## config.mk

```make
export PLATFORM = sky130hd
export DESIGN_NAME = vending_controller_flat
export DESIGN_NICKNAME = d
export VERILOG_FILES = /design/src/rtl/vending_controller_pkg.sv /design/src/rtl/vending_controller_if.sv /design/src/rtl/vending_controller_change_picker.sv /design/src/rtl/vending_controller.sv /design/src/flat_wrapper.sv
export SDC_FILE = /design/constraint.sdc
export NUM_CORES = 1
export LEC_CHECK = 0
export CAP_MARGIN = 20
export CORE_MARGIN = 8
export CORE_UTILIZATION = 33
export CTS_CLUSTER_SIZE = 30
export DETAILED_ROUTE_END_ITERATION = 8
export SYNTH_ARGS = -nofsm -noshare
export SYNTH_HDL_FRONTEND = slang
export SYNTH_SLANG_ARGS = --single-unit
```

## constraint.sdc

```tcl
create_clock -name clk -period 5.2 [get_ports clk]
set_input_delay 0.52 -clock clk [delete_from_list [all_inputs] [get_ports clk]]
set_output_delay 0.52 -clock clk [all_outputs]
set_load 0.1 [all_outputs]
```

## src/rtl/vending_controller_pkg.sv

```systemverilog
// ============================================================================
// Module      : vending_controller_pkg
// Description : Shared vending-machine definitions: sizes, coin/price tables,
//               state encoding.
// Revision    : 1.0 - initial release
// ============================================================================
`default_nettype none

package vending_controller_pkg;

    localparam int C_NUM_COINS  = 3;
    localparam int C_NUM_ITEMS  = 4;
    localparam int C_TOTAL_BITS = 31;

    typedef logic [C_TOTAL_BITS-1:0] total_t;

    // Coin denominations must stay in ascending order; the greedy picker relies on it
    localparam total_t C_COIN_VALUE [C_NUM_COINS] = '{
        total_t'(100), total_t'(500), total_t'(1000)
    };

    localparam total_t C_PRICE [C_NUM_ITEMS] = '{
        total_t'(400), total_t'(500), total_t'(1000), total_t'(2000)
    };

    typedef enum logic [1:0] {
        ST_IDLE   = 2'd0,
        ST_ACTIVE = 2'd1,
        ST_RETURN = 2'd2
    } state_t;

endpackage

`default_nettype wire

```

## src/rtl/vending_controller_if.sv

```systemverilog
// ============================================================================
// Module      : vending_controller_if
// Description : Front-panel and actuator signal bundle of the vending controller.
// Revision    : 1.0 - initial release
// ============================================================================
`default_nettype none

interface vending_controller_if;
    import vending_controller_pkg::*;

    logic [C_NUM_COINS-1:0] i_input_coin;
    logic [C_NUM_ITEMS-1:0] i_select_item;
    logic                   i_trigger_return;
    logic [C_NUM_ITEMS-1:0] o_available_item;
    logic [C_NUM_ITEMS-1:0] o_output_item;
    logic [C_NUM_COINS-1:0] o_return_coin;
    total_t                 o_current_total;
    logic                   o_busy;

    modport master (
        output i_input_coin, i_select_item, i_trigger_return,
        input  o_available_item, o_output_item, o_return_coin, o_current_total, o_busy
    );

    modport slave (
        input  i_input_coin, i_select_item, i_trigger_return,
        output o_available_item, o_output_item, o_return_coin, o_current_total, o_busy
    );

endinterface

`default_nettype wire

```

## src/rtl/vending_controller_change_picker.sv

```systemverilog
// ============================================================================
// Module      : vending_controller_change_picker
// Description : Greedy change selector: largest coin not exceeding the balance.
// Revision    : 1.0 - initial release
// ============================================================================
`default_nettype none

module vending_controller_change_picker
    import vending_controller_pkg::*;
(
    input  total_t                 i_balance,
    output logic [C_NUM_COINS-1:0] o_coin,
    output logic                   o_done
);

    // Ascending table: the last denomination that fits is the largest one
    always_comb begin
        o_coin = '0;
        for (int k = 0; k < C_NUM_COINS; k++) begin
            if (i_balance >= C_COIN_VALUE[k]) begin
                o_coin    = '0;
                o_coin[k] = 1'b1;
            end
        end
    end

    assign o_done = (i_balance < C_COIN_VALUE[0]);

endmodule

`default_nettype wire

```

## src/rtl/vending_controller.sv

```systemverilog
// ============================================================================
// Module      : vending_controller
// Description : Vending sequencer: coin accumulation, item dispense, inactivity
//               timeout and greedy change return.
// Revision    : 1.0 - initial release
// ============================================================================
`default_nettype none

module vending_controller
    import vending_controller_pkg::*;
#(
    parameter int TIMEOUT_CYCLES = 100
) (
    input  wire                   clk,
    input  wire                   reset_n,
    vending_controller_if.slave   bus
);

    localparam int C_TIMER_BITS = $clog2(TIMEOUT_CYCLES + 1);
    localparam logic [C_TIMER_BITS-1:0] C_TIMER_RELOAD = C_TIMER_BITS'(TIMEOUT_CYCLES);

    state_t                    r_state, w_state_next;
    total_t                    r_balance, w_balance_next;
    logic [C_TIMER_BITS-1:0]   r_timer, w_timer_next;
    logic [C_NUM_ITEMS-1:0]    r_available, w_available_next;
    logic [C_NUM_ITEMS-1:0]    r_output_item, w_output_next;

    logic [C_TOTAL_BITS:0]     w_coin_sum;
    logic [C_TOTAL_BITS:0]     w_sum_wide;
    total_t                    w_balance_sat;
    logic [C_NUM_ITEMS-1:0]    w_sel_mask;
    logic [C_NUM_ITEMS-1:0]    w_sel_onehot;
    total_t                    w_sel_price;
    logic                      w_sel_valid;
    logic                      w_coin_any;
    logic [C_NUM_COINS-1:0]    w_pick_coin;
    logic                      w_pick_done;
    total_t                    w_pick_value;

    vending_controller_change_picker u_change_picker (
        .i_balance (r_balance),
        .o_coin    (w_pick_coin),
        .o_done    (w_pick_done)
    );

    assign w_coin_any = |bus.i_input_coin;

    // Saturating coin accumulation; the extra top bit flags overflow
    always_comb begin
        w_coin_sum = '0;
        for (int k = 0; k < C_NUM_COINS; k++) begin
            if (bus.i_input_coin[k]) begin
                w_coin_sum = w_coin_sum + {1'b0, C_COIN_VALUE[k]};
            end
        end
        w_sum_wide    = {1'b0, r_balance} + w_coin_sum;
        w_balance_sat = w_sum_wide[C_TOTAL_BITS] ? '1 : w_sum_wide[C_TOTAL_BITS-1:0];
    end

    // The registered availability lags the balance by a cycle, so the live
    // balance is also checked to keep a quick second selection from underflowing.
    always_comb begin
        w_sel_onehot = '0;
        w_sel_price  = '0;
        for (int j = 0; j < C_NUM_ITEMS; j++) begin
            w_sel_mask[j] = bus.i_select_item[j] & r_available[j] & (r_balance >= C_PRICE[j]);
        end
        for (int j = C_NUM_ITEMS - 1; j >= 0; j--) begin
            if (w_sel_mask[j]) begin
                w_sel_onehot    = '0;
                w_sel_onehot[j] = 1'b1;
                w_sel_price     = C_PRICE[j];
            end
        end
        w_sel_valid = |w_sel_mask;
    end

    always_comb begin
        w_pick_value = '0;
        for (int k = 0; k < C_NUM_COINS; k++) begin
            if (w_pick_coin[k]) begin
                w_pick_value = C_COIN_VALUE[k];
            end
        end
    end

    always_comb begin
        for (int j = 0; j < C_NUM_ITEMS; j++) begin
            w_available_next[j] = (r_balance >= C_PRICE[j]);
        end
    end

    always_comb begin
        w_state_next   = r_state;
        w_balance_next = r_balance;
        w_timer_next   = r_timer;
        w_output_next  = '0;
        case (r_state)
            ST_IDLE: begin
                if (w_coin_any) begin
                    w_balance_next = w_balance_sat;
                    w_timer_next   = C_TIMER_RELOAD;
                    w_state_next   = ST_ACTIVE;
                end
            end
            ST_ACTIVE: begin
                w_balance_next = w_balance_sat - w_sel_price;
                w_output_next  = w_sel_onehot;
                if (w_coin_any || w_sel_valid) begin
                    w_timer_next = C_TIMER_RELOAD;
                end else if (r_timer != '0) begin
                    w_timer_next = r_timer - 1'b1;
                end
                if (bus.i_trigger_return) begin
                    w_state_next = ST_RETURN;
                end else if (!w_coin_any && !w_sel_valid && (r_timer == '0)) begin
                    w_state_next = ST_RETURN;
                end
            end
            ST_RETURN: begin
                if (w_pick_done) begin
                    w_balance_next = '0;
                    w_timer_next   = C_TIMER_RELOAD;
                    w_state_next   = ST_IDLE;
                end else begin
                    w_balance_next = r_balance - w_pick_value;
                end
            end
            default: begin
                w_state_next = ST_IDLE;
            end
        endcase
    end

    always_ff @(posedge clk) begin
        if (!reset_n) begin
            r_state       <= ST_IDLE;
            r_balance     <= '0;
            r_timer       <= C_TIMER_RELOAD;
            r_available   <= '0;
            r_output_item <= '0;
        end else begin
            r_state       <= w_state_next;
            r_balance     <= w_balance_next;
            r_timer       <= w_timer_next;
            r_available   <= w_available_next;
            r_output_item <= w_output_next;
        end
    end

    assign bus.o_available_item = r_available;
    assign bus.o_output_item    = r_output_item;
    assign bus.o_return_coin    = (r_state == ST_RETURN) ? w_pick_coin : '0;
    assign bus.o_current_total  = r_balance;
    assign bus.o_busy           = (r_state == ST_RETURN);

endmodule

`default_nettype wire

```

## src/flat_wrapper.sv

```systemverilog
// flat-port wrapper written by rule: the top's interface ports become plain ports
module vending_controller_flat import vending_controller_pkg::*;
#(
    parameter int TIMEOUT_CYCLES = 100
)
  (clk, reset_n, bus_i_input_coin, bus_i_select_item, bus_i_trigger_return, bus_o_available_item, bus_o_output_item, bus_o_return_coin, bus_o_current_total, bus_o_busy);
  vending_controller_if bus_i ();
  input  wire clk;
  input  wire reset_n;
  input wire logic [$bits(bus_i.i_input_coin)-1:0] bus_i_input_coin;
  input wire logic [$bits(bus_i.i_select_item)-1:0] bus_i_select_item;
  input wire logic [$bits(bus_i.i_trigger_return)-1:0] bus_i_trigger_return;
  output wire logic [$bits(bus_i.o_available_item)-1:0] bus_o_available_item;
  output wire logic [$bits(bus_i.o_output_item)-1:0] bus_o_output_item;
  output wire logic [$bits(bus_i.o_return_coin)-1:0] bus_o_return_coin;
  output wire logic [$bits(bus_i.o_current_total)-1:0] bus_o_current_total;
  output wire logic [$bits(bus_i.o_busy)-1:0] bus_o_busy;
  assign bus_i.i_input_coin = bus_i_input_coin;
  assign bus_i.i_select_item = bus_i_select_item;
  assign bus_i.i_trigger_return = bus_i_trigger_return;
  assign bus_o_available_item = bus_i.o_available_item;
  assign bus_o_output_item = bus_i.o_output_item;
  assign bus_o_return_coin = bus_i.o_return_coin;
  assign bus_o_current_total = bus_i.o_current_total;
  assign bus_o_busy = bus_i.o_busy;
  vending_controller #(.TIMEOUT_CYCLES(TIMEOUT_CYCLES)) u_core (.clk(clk), .reset_n(reset_n), .bus(bus_i));
endmodule
```

==> impl_metrics.toml <==
[clock_tree]
post_cts_buffers = 0
cts_tree = "done"
ctsResizeCount = 0
worstSkewPairLatency_ns = 0.32
htree_levels = 2
clockBufferDepth = 2
cts_hold_buf = 0
cts_root_buf = "clkbuf_16"
clk_pin_slew_worst_paths_ns = 0.08
cts_inserted_buffers = 5
cts_sinks = 48

[synth]
synth_top_area_share_pct = 17.8
synth-simple-area-share_pct = 27.4
synth_cells = 763
synth_mux_area_share_pct = 2.45
synthAdderAreaFrac_pct = 9.11
ys_types = 74
synth_edf_count = 0
synthesis.nets = 809
synth-xor-area-share_pct = 7.61
ys_async_sr_fraction_pct = 0
netlist_top_cells_area = "dfxtp_1, ha_1, nand2_1"
synth_compound_area_share_pct = 30.4
yosys.area.top_type = "dfxtp_1"
yosysWarnings = 0
synthesis.area_um2 = 5410
synth.avg_cell_area_um2 = 7.09
yosysSeqAreaShare_pct = 17.8
yosys_register_bits = 48
synth_top_family_by_area = "compound AO/OA/AOI/OAI gates"
synth-main-ff-cell = "dfxtp_1"

[grt]
grt_pass1_vias = 5705
grt_first_pass_wirelength_mm = 31.2
antenna_found_initial = 0
grtUsageTotal_pct = 19.3
grt_remaining_overflow = 0
grt_max_degree = 45

[placement]
io_buffers = 52
place.gp.congestion = 0.970
place_hpwl_mm = 14.8
dp.cells = 1066

[route]
routed_via_density = 5.67
ant_nets = 0
drcViolationCount = 0
drt_iter0_markers = 535
first_pass_iters = 5
routed_wl_mm = 19.7
num_vias = 6094
routedWlPerCell_um = 18.3

[floorplan]
die_area_um2 = 20800
core_region_area_um2 = 16300
boundaryPins = 53
die_h_um = 144
initial_core_util_pct = 33.2
rows = 47
die-width_um = 144

[sta]
hold_ws_ns = 0.470
timing.fmax_mhz = 202
period_share_pct = 95.3
fin_crit_ns = 4.96
worst_pin_slew_ns = 1.01
relSlewSlack_pct = 31.9
skew_ns = 0.00660
setup_violations = 0
drv_slew = 0
hold_viol_final = 0

[critical_path]
rr_worst_depth = 14
worstPathArrival_ns = 5.20
timing.rr.start = "u_core.bus.o_current_total[11]"
path_cells = "clkdlybuf4s50_1, inv_1, ha_1, mux2_2, ha_4, a21oi_1, nand2_1, o211ai_1, a21oi_2, buf_4, nor2_1, ha_1, fa_2, nor2b_2, o31ai_4, a211oi_2, o22ai_1, a311oi_1, a41o_1, a2111oi_4, nand2_1, or4_1, a31oi_1"
required_ns = 5.45
reg2reg_slack_ns = 0.29
crit_path_top_delay_cell = "clkdlybuf4s50_1"
startpoint_type = "input port"
startpoint = "bus_i_input_coin[1]"
r2r-end = "u_core.bus.o_current_total[25]"
max_stage_delay_ns = 0.50
setup.worst_path.end = "u_core.bus.o_current_total[30]"
cp_max_fo = 4
crit_type = "input port to flop"
end_kind = "flop"

[final_layout]
fin_cells = 1074
fin_nets = 899
n_antenna_cell = 0
area_delta_synth_final_pct = 25.8
drive_gt1_share_pct = 14.6

[run_status]
status = "completed"

[job]
drv_cap = 0

[worst_hold_path]
min_path_type = "flop to flop"
-- kinds of logic after synthesis --
logic type	count (synthesis)
buffers and inverters	72
AND/OR/NAND/NOR	302
XOR/XNOR	47
flip-flops	48
adder cells (fa/ha/maj)	38
multiplexers	13
AO/OA/AOI/OAI	243
-- how the worst min path moves through the flow --
stage,cells past startpoint,from,to,slack (ns)
final,2,u_core.r_timer[6],u_core.r_timer[6],0.47
after CTS,2,u_core.r_timer[6],u_core.r_timer[6],0.47
after detailed placement,2,u_core.bus.o_current_total[1],u_core.bus.o_current_total[1],0.46
after global routing,2,u_core.r_timer[6],u_core.r_timer[6],0.51
after global placement,2,u_core.r_timer[6],u_core.r_timer[6],0.46
after floorplan,2,u_core.r_timer[6],u_core.r_timer[6],0.44
-- per-stage QoR --
stage	utilization [%]	TNS (ns)	cell area [um^2]	setup WS (ns)
final	41.8	0	6810	0.242
after floorplan	-	-0.0359	5420	-0.0359
after global placement	40.5	-1.65	6600	-0.198
after CTS	41.4	0	6750	0.0454
after global routing	41.8	-0.0734	6810	-0.0423
after detailed placement	40.5	-2.66	6600	-0.276
-- final cells by class --
| type | instances | area [um^2] |
|---|---|---|
| clock inverter | 3 | 21.3 |
| inverter | 26 | 97.6 |
| clock buffer | 5 | 125 |
| tap | 220 | 275 |
| fill | 1740 | 9480 |
| sequential | 48 | 963 |
| timing repair buffer | 129 | 1090 |
| multi-input combinational | 643 | 4240 |
-- sequential cells by signal (all words and copies together), names as in the netlist --
register	flops
u_core.bus.o_current_total	31
u_core.bus.o_available_item	4
u_core.bus.o_output_item	4
u_core.r_timer	7
u_core.r_state	2
-- Yosys cell counts, types with 4 or more instances --
cell and number:
nand2_1 91, nor2_1 72, o21ai_0 67, dfxtp_1 48, a21oi_1 43, clkbuf_1 38, ha_1 33, nand3_1 28
inv_1 25, nor3_1 24, xor2_1 24, xnor2_1 23, o211ai_1 15, nor2b_1 14, a211oi_1 12, a31oi_1 12
and3_1 11, mux2i_1 11, and2_1 10, o21a_1 10, o221ai_1 10, a21o_1 9, nand4_1 9, a21boi_0 8
or2_2 8, nand2b_1 6, nor4_1 6, o31ai_1 6, or3_1 6, o31a_1 5, o221a_2 4, o22ai_1 4
o311ai_0 4
-- layer usage --
layer / vias to the layer above / wire [um] / global-route usage (%)
met4: 0 / 424 / 6.70
met2: 216 / 8790 / 30.0
met1: 2854 / 8980 / 25.6
li1: 2994 / - / -
met3: 30 / 1500 / 4.32
met5: - / 0 / 0
-- worst max-delay path: cells and delay by family --
kind	cells	cell delay (ns)
AOI/OAI and AO/OA	10	1.85
adders and majority gates	4	0.94
buffers and inverters	3	0.71
muxes	1	0.30
and+or+nand+nor	5	0.87
-- placed cells by master, fill, tap and decap left out, types with 6 or more instances in the layout --
| master | n |
|---|---|
| a21boi_0 | 8 |
| o21a_1 | 10 |
| o221ai_1 | 10 |
| a211oi_1 | 10 |
| or3_1 | 6 |
| inv_1 | 25 |
| xnor2_1 | 22 |
| mux2i_1 | 11 |
| xor2_1 | 24 |
| a21o_1 | 9 |
| nor2_1 | 70 |
| nand2b_1 | 6 |
| nand3_1 | 28 |
| clkdlybuf4s50_1 | 50 |
| a31oi_1 | 12 |
| dfxtp_1 | 46 |
| nor4_1 | 6 |
| buf_4 | 79 |
| nand2_1 | 91 |
| ha_1 | 32 |
| nor2b_1 | 13 |
| and3_1 | 11 |
| o21ai_0 | 65 |
| o211ai_1 | 15 |
| and2_1 | 10 |
| or2_2 | 8 |
| nand4_1 | 9 |
| a21oi_1 | 40 |
| nor3_1 | 24 |
Power is left out: the tool's default activity adds up to more than one toggle a clock period on the data nets, which glitch-free logic cannot reach.
